<file path="src/rtl/tluh_pkg.sv">
// TL-UH channel types and opcode constants shared by the host burst adapter
// and its bench.
//   tluh_h2d_t : host-to-device bundle (channel A fields plus d_ready)
//   tluh_d2h_t : device-to-host bundle (channel D fields plus a_ready)
package tluh_pkg;

  localparam int TL_AW  = 32;          // address width
  localparam int TL_DW  = 32;          // data width
  localparam int TL_DBW = TL_DW / 8;   // byte lanes per beat
  localparam int TL_AIW = 8;           // source id width
  localparam int TL_SZW = 4;           // log2(bytes) size field width

  // Channel A opcodes
  localparam logic [2:0] A_PUT_FULL    = 3'd0;
  localparam logic [2:0] A_PUT_PARTIAL = 3'd1;
  localparam logic [2:0] A_ARITH       = 3'd2;
  localparam logic [2:0] A_LOGICAL     = 3'd3;
  localparam logic [2:0] A_GET         = 3'd4;
  localparam logic [2:0] A_INTENT      = 3'd5;

  // Channel D opcodes
  localparam logic [2:0] D_ACK      = 3'd0;
  localparam logic [2:0] D_ACK_DATA = 3'd1;
  localparam logic [2:0] D_HINT_ACK = 3'd2;

  typedef struct packed {
    logic              a_valid;
    logic [2:0]        a_opcode;
    logic [2:0]        a_param;
    logic [TL_SZW-1:0] a_size;
    logic [TL_AIW-1:0] a_source;
    logic [TL_AW-1:0]  a_address;
    logic [TL_DBW-1:0] a_mask;
    logic [TL_DW-1:0]  a_data;
    logic              d_ready;
  } tluh_h2d_t;

  typedef struct packed {
    logic              d_valid;
    logic [2:0]        d_opcode;
    logic [2:0]        d_param;
    logic [TL_SZW-1:0] d_size;
    logic [TL_AIW-1:0] d_source;
    logic [TL_DW-1:0]  d_data;
    logic              d_error;
    logic              a_ready;
  } tluh_d2h_t;

endpackage

</file>
<file path="src/rtl/tluh_host_burst_adapter.sv">
// Multi-outstanding, burst-capable TL-UH host adapter.
// Turns a host request / write-data / response stream into TL-UH A/D traffic.
// Each accepted request takes the slot at alloc_ptr; the slot index is the
// A-channel source. D beats may come back out of order across sources and are
// parked in the slot's beat storage. Responses go back to the host strictly
// in issue order, starting from ret_ptr.
//
// Handshakes: every channel (req, w, rsp, A, D) transfers a beat on a rising
// edge where valid && ready. A source never withdraws valid or changes its
// payload while waiting for ready. The exception is data-op A beats, which
// are a combinational pass-through of wvalid_i/wdata_i/wbe_i.
//
// Ports:
//   clk_i, rst_i              clock, synchronous active-high reset
//   req_*                     request: op, param, byte address, log2(beats)
//   wvalid_i/wready_o/wdata_i/wbe_i   write-data beats for Put/Arith/Logical
//   rsp_*                     in-order response beats with error and last flags
//   proto_err_o               sticky protocol error (bad D beat or reserved op)
//   a_busy_o                  A FSM state (1 = SEND)
//   tl_h_c_a / tl_h_c_d       TL-UH host-to-device / device-to-host bundles
module tluh_host_burst_adapter
  import tluh_pkg::*;
#(
  parameter int  MAX_REQS  = 4,
  parameter int  MAX_BEATS = 4,
  localparam int LW        = $clog2(MAX_BEATS) + 1,
  localparam int LENW      = (LW > 1) ? LW - 1 : 1
) (
  input  logic              clk_i,
  input  logic              rst_i,
  input  logic              req_valid_i,
  output logic              req_ready_o,
  input  logic [2:0]        req_op_i,
  input  logic [2:0]        req_param_i,
  input  logic [TL_AW-1:0]  req_addr_i,
  input  logic [LENW-1:0]   req_len_i,
  input  logic              wvalid_i,
  output logic              wready_o,
  input  logic [TL_DW-1:0]  wdata_i,
  input  logic [TL_DBW-1:0] wbe_i,
  output logic              rsp_valid_o,
  input  logic              rsp_ready_i,
  output logic [TL_DW-1:0]  rsp_data_o,
  output logic              rsp_err_o,
  output logic              rsp_last_o,
  output logic              proto_err_o,
  output logic              a_busy_o,
  output tluh_h2d_t         tl_h_c_a,
  input  tluh_d2h_t         tl_h_c_d
);

  localparam int SW      = (MAX_REQS > 1) ? $clog2(MAX_REQS) : 1;
  localparam int BW      = (MAX_BEATS > 1) ? $clog2(MAX_BEATS) : 1;
  localparam int OCW     = $clog2(MAX_REQS + 1);
  localparam int LOG_DBW = $clog2(TL_DBW);
  localparam logic [SW-1:0] LAST_SLOT = SW'(MAX_REQS - 1);

  // Host-side op encoding
  localparam logic [2:0] OP_GET      = 3'd0;
  localparam logic [2:0] OP_PUT_FULL = 3'd1;
  localparam logic [2:0] OP_PUT_PART = 3'd2;
  localparam logic [2:0] OP_ARITH    = 3'd3;
  localparam logic [2:0] OP_LOGIC    = 3'd4;
  localparam logic [2:0] OP_INTENT   = 3'd5;

  typedef enum logic {A_IDLE = 1'b0, A_SEND = 1'b1} a_state_e;
  a_state_e a_state, a_state_next;

  function automatic logic [2:0] tl_opcode(input logic [2:0] op);
    case (op)
      OP_GET:      tl_opcode = A_GET;
      OP_PUT_FULL: tl_opcode = A_PUT_FULL;
      OP_PUT_PART: tl_opcode = A_PUT_PARTIAL;
      OP_ARITH:    tl_opcode = A_ARITH;
      OP_LOGIC:    tl_opcode = A_LOGICAL;
      default:     tl_opcode = A_INTENT;
    endcase
  endfunction

  function automatic logic [SW-1:0] next_slot(input logic [SW-1:0] p);
    next_slot = (p == LAST_SLOT) ? '0 : p + SW'(1);
  endfunction

  // ---------------------------------------------------------------- decode
  logic              req_rsvd;
  logic [2:0]        req_op_eff;
  logic [2:0]        req_param_eff;
  logic              req_is_data;
  logic              req_has_rdata;
  logic              req_full_mask;
  logic [LW-1:0]     req_beats;
  logic [TL_SZW-1:0] req_size;
  logic [TL_AW-1:0]  req_addr_al;
  logic              req_fire;

  always_comb begin
    req_rsvd      = (req_op_i > OP_INTENT);
    // Reserved ops degrade to a harmless Intent with param 0.
    req_op_eff    = req_rsvd ? OP_INTENT : req_op_i;
    req_is_data   = (req_op_eff >= OP_PUT_FULL) && (req_op_eff <= OP_LOGIC);
    req_has_rdata = (req_op_eff == OP_GET) || (req_op_eff == OP_ARITH) ||
                    (req_op_eff == OP_LOGIC);
    req_full_mask = (req_op_eff == OP_GET) || (req_op_eff == OP_PUT_FULL) ||
                    (req_op_eff == OP_INTENT);
    req_param_eff = (!req_rsvd && (req_op_eff >= OP_ARITH)) ? req_param_i : 3'd0;
    req_beats     = LW'(1) << req_len_i;
    req_size      = TL_SZW'(LOG_DBW) + TL_SZW'(req_len_i);
    req_addr_al   = req_addr_i & ({TL_AW{1'b1}} << req_size);
  end

  // ------------------------------------------------------ current A message
  logic [2:0]        cur_opcode;
  logic [2:0]        cur_param;
  logic [TL_SZW-1:0] cur_size;
  logic [TL_AW-1:0]  cur_addr;
  logic [SW-1:0]     cur_src;
  logic [LW-1:0]     cur_beats;
  logic [LW-1:0]     a_cnt;
  logic              cur_is_data;
  logic              cur_full_mask;

  // ------------------------------------------------------------ slot table
  logic [MAX_REQS-1:0] slot_valid;
  logic [MAX_REQS-1:0] slot_has_rdata;
  logic [MAX_REQS-1:0] slot_err;
  logic [LW-1:0]       slot_exp [MAX_REQS];
  logic [LW-1:0]       slot_rx  [MAX_REQS];
  logic [LW-1:0]       slot_rd  [MAX_REQS];
  logic [TL_DW-1:0]    slot_mem [MAX_REQS][MAX_BEATS];
  logic [SW-1:0]       alloc_ptr;
  logic [SW-1:0]       ret_ptr;
  logic [OCW-1:0]      occupancy;

  // ----------------------------------------------------------- A channel FSM
  logic a_valid;
  logic a_last;
  logic a_fire;

  always_ff @(posedge clk_i) begin
    if (rst_i) a_state <= A_IDLE;
    else       a_state <= a_state_next;
  end

  always_comb begin
    a_state_next = a_state;
    a_valid      = 1'b0;
    a_last       = 1'b0;
    wready_o     = 1'b0;
    req_ready_o  = 1'b0;
    case (a_state)
      A_IDLE: begin
        // Pre-retire occupancy: a slot freed this cycle is reusable next cycle.
        req_ready_o = (occupancy < OCW'(MAX_REQS));
        if (req_valid_i && req_ready_o) a_state_next = A_SEND;
      end
      A_SEND: begin
        a_valid  = cur_is_data ? wvalid_i : 1'b1;
        wready_o = cur_is_data && tl_h_c_d.a_ready;
        a_last   = !cur_is_data || (a_cnt == cur_beats - LW'(1));
        if (a_valid && tl_h_c_d.a_ready && a_last) a_state_next = A_IDLE;
      end
      default: a_state_next = A_IDLE;
    endcase
  end

  assign a_fire   = a_valid && tl_h_c_d.a_ready;
  assign req_fire = req_valid_i && req_ready_o;
  assign a_busy_o = (a_state == A_SEND);

  always_comb begin
    tl_h_c_a           = '0;
    tl_h_c_a.a_valid   = a_valid;
    tl_h_c_a.a_opcode  = cur_opcode;
    tl_h_c_a.a_param   = cur_param;
    tl_h_c_a.a_size    = cur_size;
    tl_h_c_a.a_source  = TL_AIW'(cur_src);
    tl_h_c_a.a_address = cur_addr;
    tl_h_c_a.a_mask    = cur_full_mask ? {TL_DBW{1'b1}} : wbe_i;
    tl_h_c_a.a_data    = cur_is_data ? wdata_i : '0;
    // Storage for every response beat is reserved at allocation.
    tl_h_c_a.d_ready   = 1'b1;
  end

  // ------------------------------------------------------------- D channel
  logic [SW-1:0] d_idx;
  logic          d_in_range;
  logic          d_accept;
  logic          d_bad;
  logic          unused_d;

  assign d_idx      = tl_h_c_d.d_source[SW-1:0];
  assign d_in_range = ({{(32-TL_AIW){1'b0}}, tl_h_c_d.d_source} < 32'(MAX_REQS));
  assign d_accept   = tl_h_c_d.d_valid && d_in_range && slot_valid[d_idx] &&
                      (slot_rx[d_idx] < slot_exp[d_idx]);
  assign d_bad      = tl_h_c_d.d_valid && !d_accept;
  // Beat count comes from the request, not the D opcode/size fields.
  assign unused_d   = ^{tl_h_c_d.d_opcode, tl_h_c_d.d_param, tl_h_c_d.d_size};

  // -------------------------------------------------------------- response
  logic [LW-1:0] head_rd;
  logic          rsp_fire;
  logic          retire;

  always_comb begin
    head_rd     = slot_rd[ret_ptr];
    rsp_valid_o = slot_valid[ret_ptr] && (head_rd < slot_rx[ret_ptr]);
    rsp_last_o  = rsp_valid_o && (head_rd == slot_exp[ret_ptr] - LW'(1));
    rsp_err_o   = slot_valid[ret_ptr] && slot_err[ret_ptr];
    rsp_data_o  = rsp_valid_o ? slot_mem[ret_ptr][head_rd[BW-1:0]] : '0;
  end

  assign rsp_fire = rsp_valid_o && rsp_ready_i;
  assign retire   = rsp_fire && rsp_last_o;

  // ------------------------------------------------------------ state update
  always_ff @(posedge clk_i) begin
    if (rst_i) begin
      cur_opcode     <= '0;
      cur_param      <= '0;
      cur_size       <= '0;
      cur_addr       <= '0;
      cur_src        <= '0;
      cur_beats      <= '0;
      cur_is_data    <= 1'b0;
      cur_full_mask  <= 1'b0;
      a_cnt          <= '0;
      slot_valid     <= '0;
      slot_has_rdata <= '0;
      slot_err       <= '0;
      alloc_ptr      <= '0;
      ret_ptr        <= '0;
      occupancy      <= '0;
      proto_err_o    <= 1'b0;
    end else begin
      if (a_fire) a_cnt <= a_cnt + LW'(1);

      if (d_accept) begin
        slot_rx[d_idx]  <= slot_rx[d_idx] + LW'(1);
        slot_err[d_idx] <= slot_err[d_idx] | tl_h_c_d.d_error;
      end

      if (d_bad || (req_fire && req_rsvd)) proto_err_o <= 1'b1;

      if (rsp_fire) begin
        slot_rd[ret_ptr] <= head_rd + LW'(1);
        if (rsp_last_o) begin
          slot_valid[ret_ptr] <= 1'b0;
          ret_ptr             <= next_slot(ret_ptr);
        end
      end

      // alloc_ptr and ret_ptr only coincide when the table is empty or full,
      // so allocation and retirement never touch the same slot in one cycle.
      if (req_fire) begin
        cur_opcode                <= tl_opcode(req_op_eff);
        cur_param                 <= req_param_eff;
        cur_size                  <= req_size;
        cur_addr                  <= req_addr_al;
        cur_src                   <= alloc_ptr;
        cur_beats                 <= req_beats;
        cur_is_data               <= req_is_data;
        cur_full_mask             <= req_full_mask;
        a_cnt                     <= '0;
        slot_valid[alloc_ptr]     <= 1'b1;
        slot_has_rdata[alloc_ptr] <= req_has_rdata;
        slot_err[alloc_ptr]       <= 1'b0;
        slot_exp[alloc_ptr]       <= req_has_rdata ? req_beats : LW'(1);
        slot_rx[alloc_ptr]        <= '0;
        slot_rd[alloc_ptr]        <= '0;
        alloc_ptr                 <= next_slot(alloc_ptr);
      end

      case ({req_fire, retire})
        2'b10:   occupancy <= occupancy + OCW'(1);
        2'b01:   occupancy <= occupancy - OCW'(1);
        default: occupancy <= occupancy;
      endcase
    end
  end

  // Beat storage needs no reset: it is only read behind slot_valid/rx_cnt.
  always_ff @(posedge clk_i) begin
    if (!rst_i && d_accept)
      slot_mem[d_idx][slot_rx[d_idx][BW-1:0]] <=
        slot_has_rdata[d_idx] ? tl_h_c_d.d_data : '0;
  end

endmodule

</file>
<file path="config.mk">
export PLATFORM = sky130hd
export DESIGN_NAME = tluh_host_burst_adapter
export DESIGN_NICKNAME = d
export VERILOG_FILES = /design/src/rtl/tluh_pkg.sv /design/src/rtl/tluh_host_burst_adapter.sv
export SDC_FILE = /design/constraint.sdc
export NUM_CORES = 1
export LEC_CHECK = 0
export BUFFER_PORTS_ARGS = -buffer_cell sky130_fd_sc_hd__buf_2
export CAP_MARGIN = 20
export CORE_ASPECT_RATIO = 1.5
export CORE_MARGIN = 4
export CORE_UTILIZATION = 48
export CTS_CLUSTER_SIZE = 12
export DETAILED_ROUTE_END_ITERATION = 10
export HOLD_SLACK_MARGIN = 0.12
export PLACE_DENSITY = 0.64
export SLEW_MARGIN = 20
export SYNTH_ARGS = -nofsm -noshare
export SYNTH_HDL_FRONTEND = slang
export SYNTH_SLANG_ARGS = --single-unit
</file>
<file path="constraint.sdc">
create_clock -name clk_i -period 10.59 [get_ports clk_i]
set_input_delay 3.177 -clock clk_i [delete_from_list [all_inputs] [get_ports clk_i]]
set_output_delay 3.177 -clock clk_i [all_outputs]
set_load 0.05 [all_outputs]
</file>
==> results.sh <==
export IMPL_p_per_area_nw_per_um2=161
export IMPL_synth_edf_count=524
export IMPL_cts_buffers=58
export IMPL_syn_avg_cell_area_sq_um=16.7
export IMPL_cts_clk_slew_worst_paths_ps=60
export IMPL_synthArstFlopShare_pct=0
export IMPL_dr_wl_met3_mm=3.54
export IMPL_synth_common_cells="524 x edfxtp_1, 279 x mux2i_1, 97 x dfxtp_1, 94 x nand2_1, 84 x mux4_2"
export IMPL_yosysMostFrequentCell="edfxtp_1"
export IMPL_critPathLaunchType="flop"
export IMPL_routed_wl_mm=59.8
export IMPL_cp_required_ps=7410
export IMPL_ys_seq_area_share_pct=69.0
export IMPL_crit_fanout=51
export IMPL_route_met2_wl_mm=31.3
export IMPL_power_static_leakage_nw=9.80
export IMPL_worst_slew_pin_transition_ps=1130
export IMPL_postCtsSetupRepairBufs=0
export IMPL_finalSetupViolCount=0
export IMPL_fp_dieH_microns=291
export IMPL_finalHoldViolations=0
export IMPL_dr_pass1_iters=5
export IMPL_core_area_sq_um=52700
export IMPL_cts_tree="done"
export IMPL_synth_area_top_cells="edfxtp_1 61%, mux2i_1 11%, dfxtp_1 7.6%"
export IMPL_die_width_microns=197
export IMPL_grt_util_all_layers_pct=20.6
export IMPL_ctsHoldBuffers=0
export IMPL_fin_area_sq_um=29100
export IMPL_ys_types=55
export IMPL_synth_warnings=0
export IMPL_final_nets=1934
export IMPL_peakVddDrop_uv=111
export IMPL_critPathArrivalTime_ps=4560
export IMPL_end_kind="primary output"
export IMPL_highest_layer="met5"
export IMPL_gp_congestion=0.767
export IMPL_setup_tns_ps=0
export IMPL_drc=0
export IMPL_holdCritPathClass="reg2reg"
export IMPL_ys_flop_type="edfxtp_1"
export IMPL_wl_per_cell_microns=24.0
export IMPL_min_period_over_period_pct=73.1
export IMPL_die_area_sq_um=57200
export IMPL_worstSkewPairLatency_ps=590
export IMPL_drv_cap=0
export IMPL_yosys_area_top_type="edfxtp_1"
export IMPL_dpl_instance_area_sq_um=27500
export IMPL_status="finished, final reports clean"
export IMPL_antenna_cells=0
export IMPL_htree_levels=2
export IMPL_grt_max_degree=108
export IMPL_ys_seq_elements=621
export IMPL_numPlacedInstances=2400
export IMPL_instances_no_fill=2485
export IMPL_overflow=0
export IMPL_slew_viol_final=0
export IMPL_grt_pass1_vias=14800
export IMPL_drtIter0Drc=729
export IMPL_relSlewSlack_pct=24.8
export IMPL_cts_resized=0
export IMPL_rsz0062_at_grt="no"
export IMPL_grt_pass1_wl_mm=89.4
export IMPL_vias_per_cell=5.65
export IMPL_met1_length_mm=23.3
export IMPL_fin_skew_ps=22.1
export IMPL_io_pins=261
export IMPL_area_delta_synth_final_pct=13.7
export IMPL_synth_area_sq_um=25600
export IMPL_fmax_mhz=129
export IMPL_via_count=14000
export IMPL_critical_path_class="reg2out"
export IMPL_cts_sinks=621
export IMPL_dp_hpwl_mm=33.4
export IMPL_synth_top_area_share_pct=61.4
export IMPL_clockBufferDepth=3
export IMPL_drive_above_1_share_pct=25.3
export IMPL_root_buffer="clkbuf_16"
export IMPL_start_util_pct=48.6
export IMPL_postRouteAntennaNets=0
export IMPL_port_buffers=239
export IMPL_period_needed_ps=7740
export IMPL_antenna_found_initial=2
export IMPL_row_count=103
export IMPL_syn_instance_count=1537
[cells in the final DEF (no fill, tap or decap), types with 3 or more instances in the layout]
cell type	netlist	layout
inv_2	6	6
nand2b_1	5	4
nor2_1	56	40
mux4_2	84	83
and3_1	6	6
edfxtp_1	524	524
a22o_1	3	3
xor2_1	7	7
nand2_1	94	93
or2_2	7	7
dfxtp_1	97	93
a31oi_1	6	6
clkbuf_16	0	58
a211oi_1	6	6
conb_1	2	9
nor2_4	0	16
nor3b_1	3	3
a311oi_1	4	4
clkbuf_1	50	22
a2111oi_4	4	4
inv_1	17	17
nor3_1	5	5
o22ai_1	32	32
a21oi_1	60	60
buf_2	8	239
buf_4	11	25
dfxtp_4	0	4
mux2i_1	279	279
nand3b_1	3	3
or2_1	5	5
o21ai_1	7	7
and2_1	67	66
and3b_1	4	4
xnor2_1	6	6
ha_1	21	21
nand3_1	4	4
[kinds of logic (layout without fill, tap and decap cells)]
family	count (synthesis)	in the layout	synth area share, %
and+or+nand+nor	266	266	5.17
muxes	364	364	18.3
DFF	621	621	69.0
xor gates and xnor gates	14	14	0.537
other	2	9	0.0293
adders and majority gates	22	22	1.10
AOI/OAI and AO/OA	134	134	3.50
buffers and inverters	114	373	2.29
[worst paths after layout]
path / startpoint / end / slack (ps) / cells past startpoint
hold reg to reg: cur_size[0]$_SDFFE_PP0P_ / cur_size[0]$_SDFFE_PP0P_ / 450 / 2
setup / recovery: flop / rsp_data_o[21] / 2850 / 9
hold / removal: cur_size[0]$_SDFFE_PP0P_ / cur_size[0]$_SDFFE_PP0P_ / 450 / 2
setup reg to reg: slot_rd[2][0]$_SDFFE_PP0P_ / occupancy[2]$_SDFFE_PP0P_ / 6010 / 10
[critical path: stages, from the launching register on]
cell	delay, ps
dfxtp_4	650
buf_4	820
mux4_2	510
ha_1	220
a21oi_1	290
o211a_4	250
nand2_2	50
buf_4	310
o22ai_1	470
buf_2	350
[power by group]
group	switching, W	internal (W)	leakage, nW	total, W
Clock	0.000828	0.000996	0.764	0.00182
Combinational	0.000150	0.0000561	3.26	0.000207
Sequential	0.0000114	0.00265	5.77	0.00266
Total	0.000990	0.00370	9.80	0.00469
[metal layers]
metal  up-vias  GRT usage, %
met2       465          36.7
met3        83          3.36
li1       6358             -
met5         -             0
met1      7139          26.0
met4         2          5.85
[per-stage QoR]
step           hold slack (ps)  util, %  setup WS [ps]  total power (W)
2_1_floorplan              436        -           3480          0.00285
3_3_place_gp               442     52.2           3220          0.00292
3_5_place_dp               443     52.2           3190          0.00292
4_1_cts                    457     55.2           2780          0.00473
5_1_grt                    473     55.2           2650          0.00484
6_report                   454     55.2           2850          0.00469
[flip-flops by register name (all words and copies together), names as in the netlist, 2 cells and up, named ones only]
register,cells
slot_mem,512
slot_valid,4
ret_ptr,2
cur_beats,3
slot_rx,12
slot_err,4
cur_param,3
cur_addr,31
alloc_ptr,2
a_cnt,3
slot_exp,12
cur_opcode,3
slot_has_rdata,4
cur_src,2
cur_size,3
occupancy,3
slot_rd,12
[layout make-up]
type,instances,area [sq um]
repair buffers,265,1400
fillers,4174,23600
multi-input cells,809,7500
flip-flops and latches,621,17700
clock inverters,3,26.3
clock buffers,82,1540
well taps,682,853
inverters,23,86.3
(Power assumes the default switching activity.)
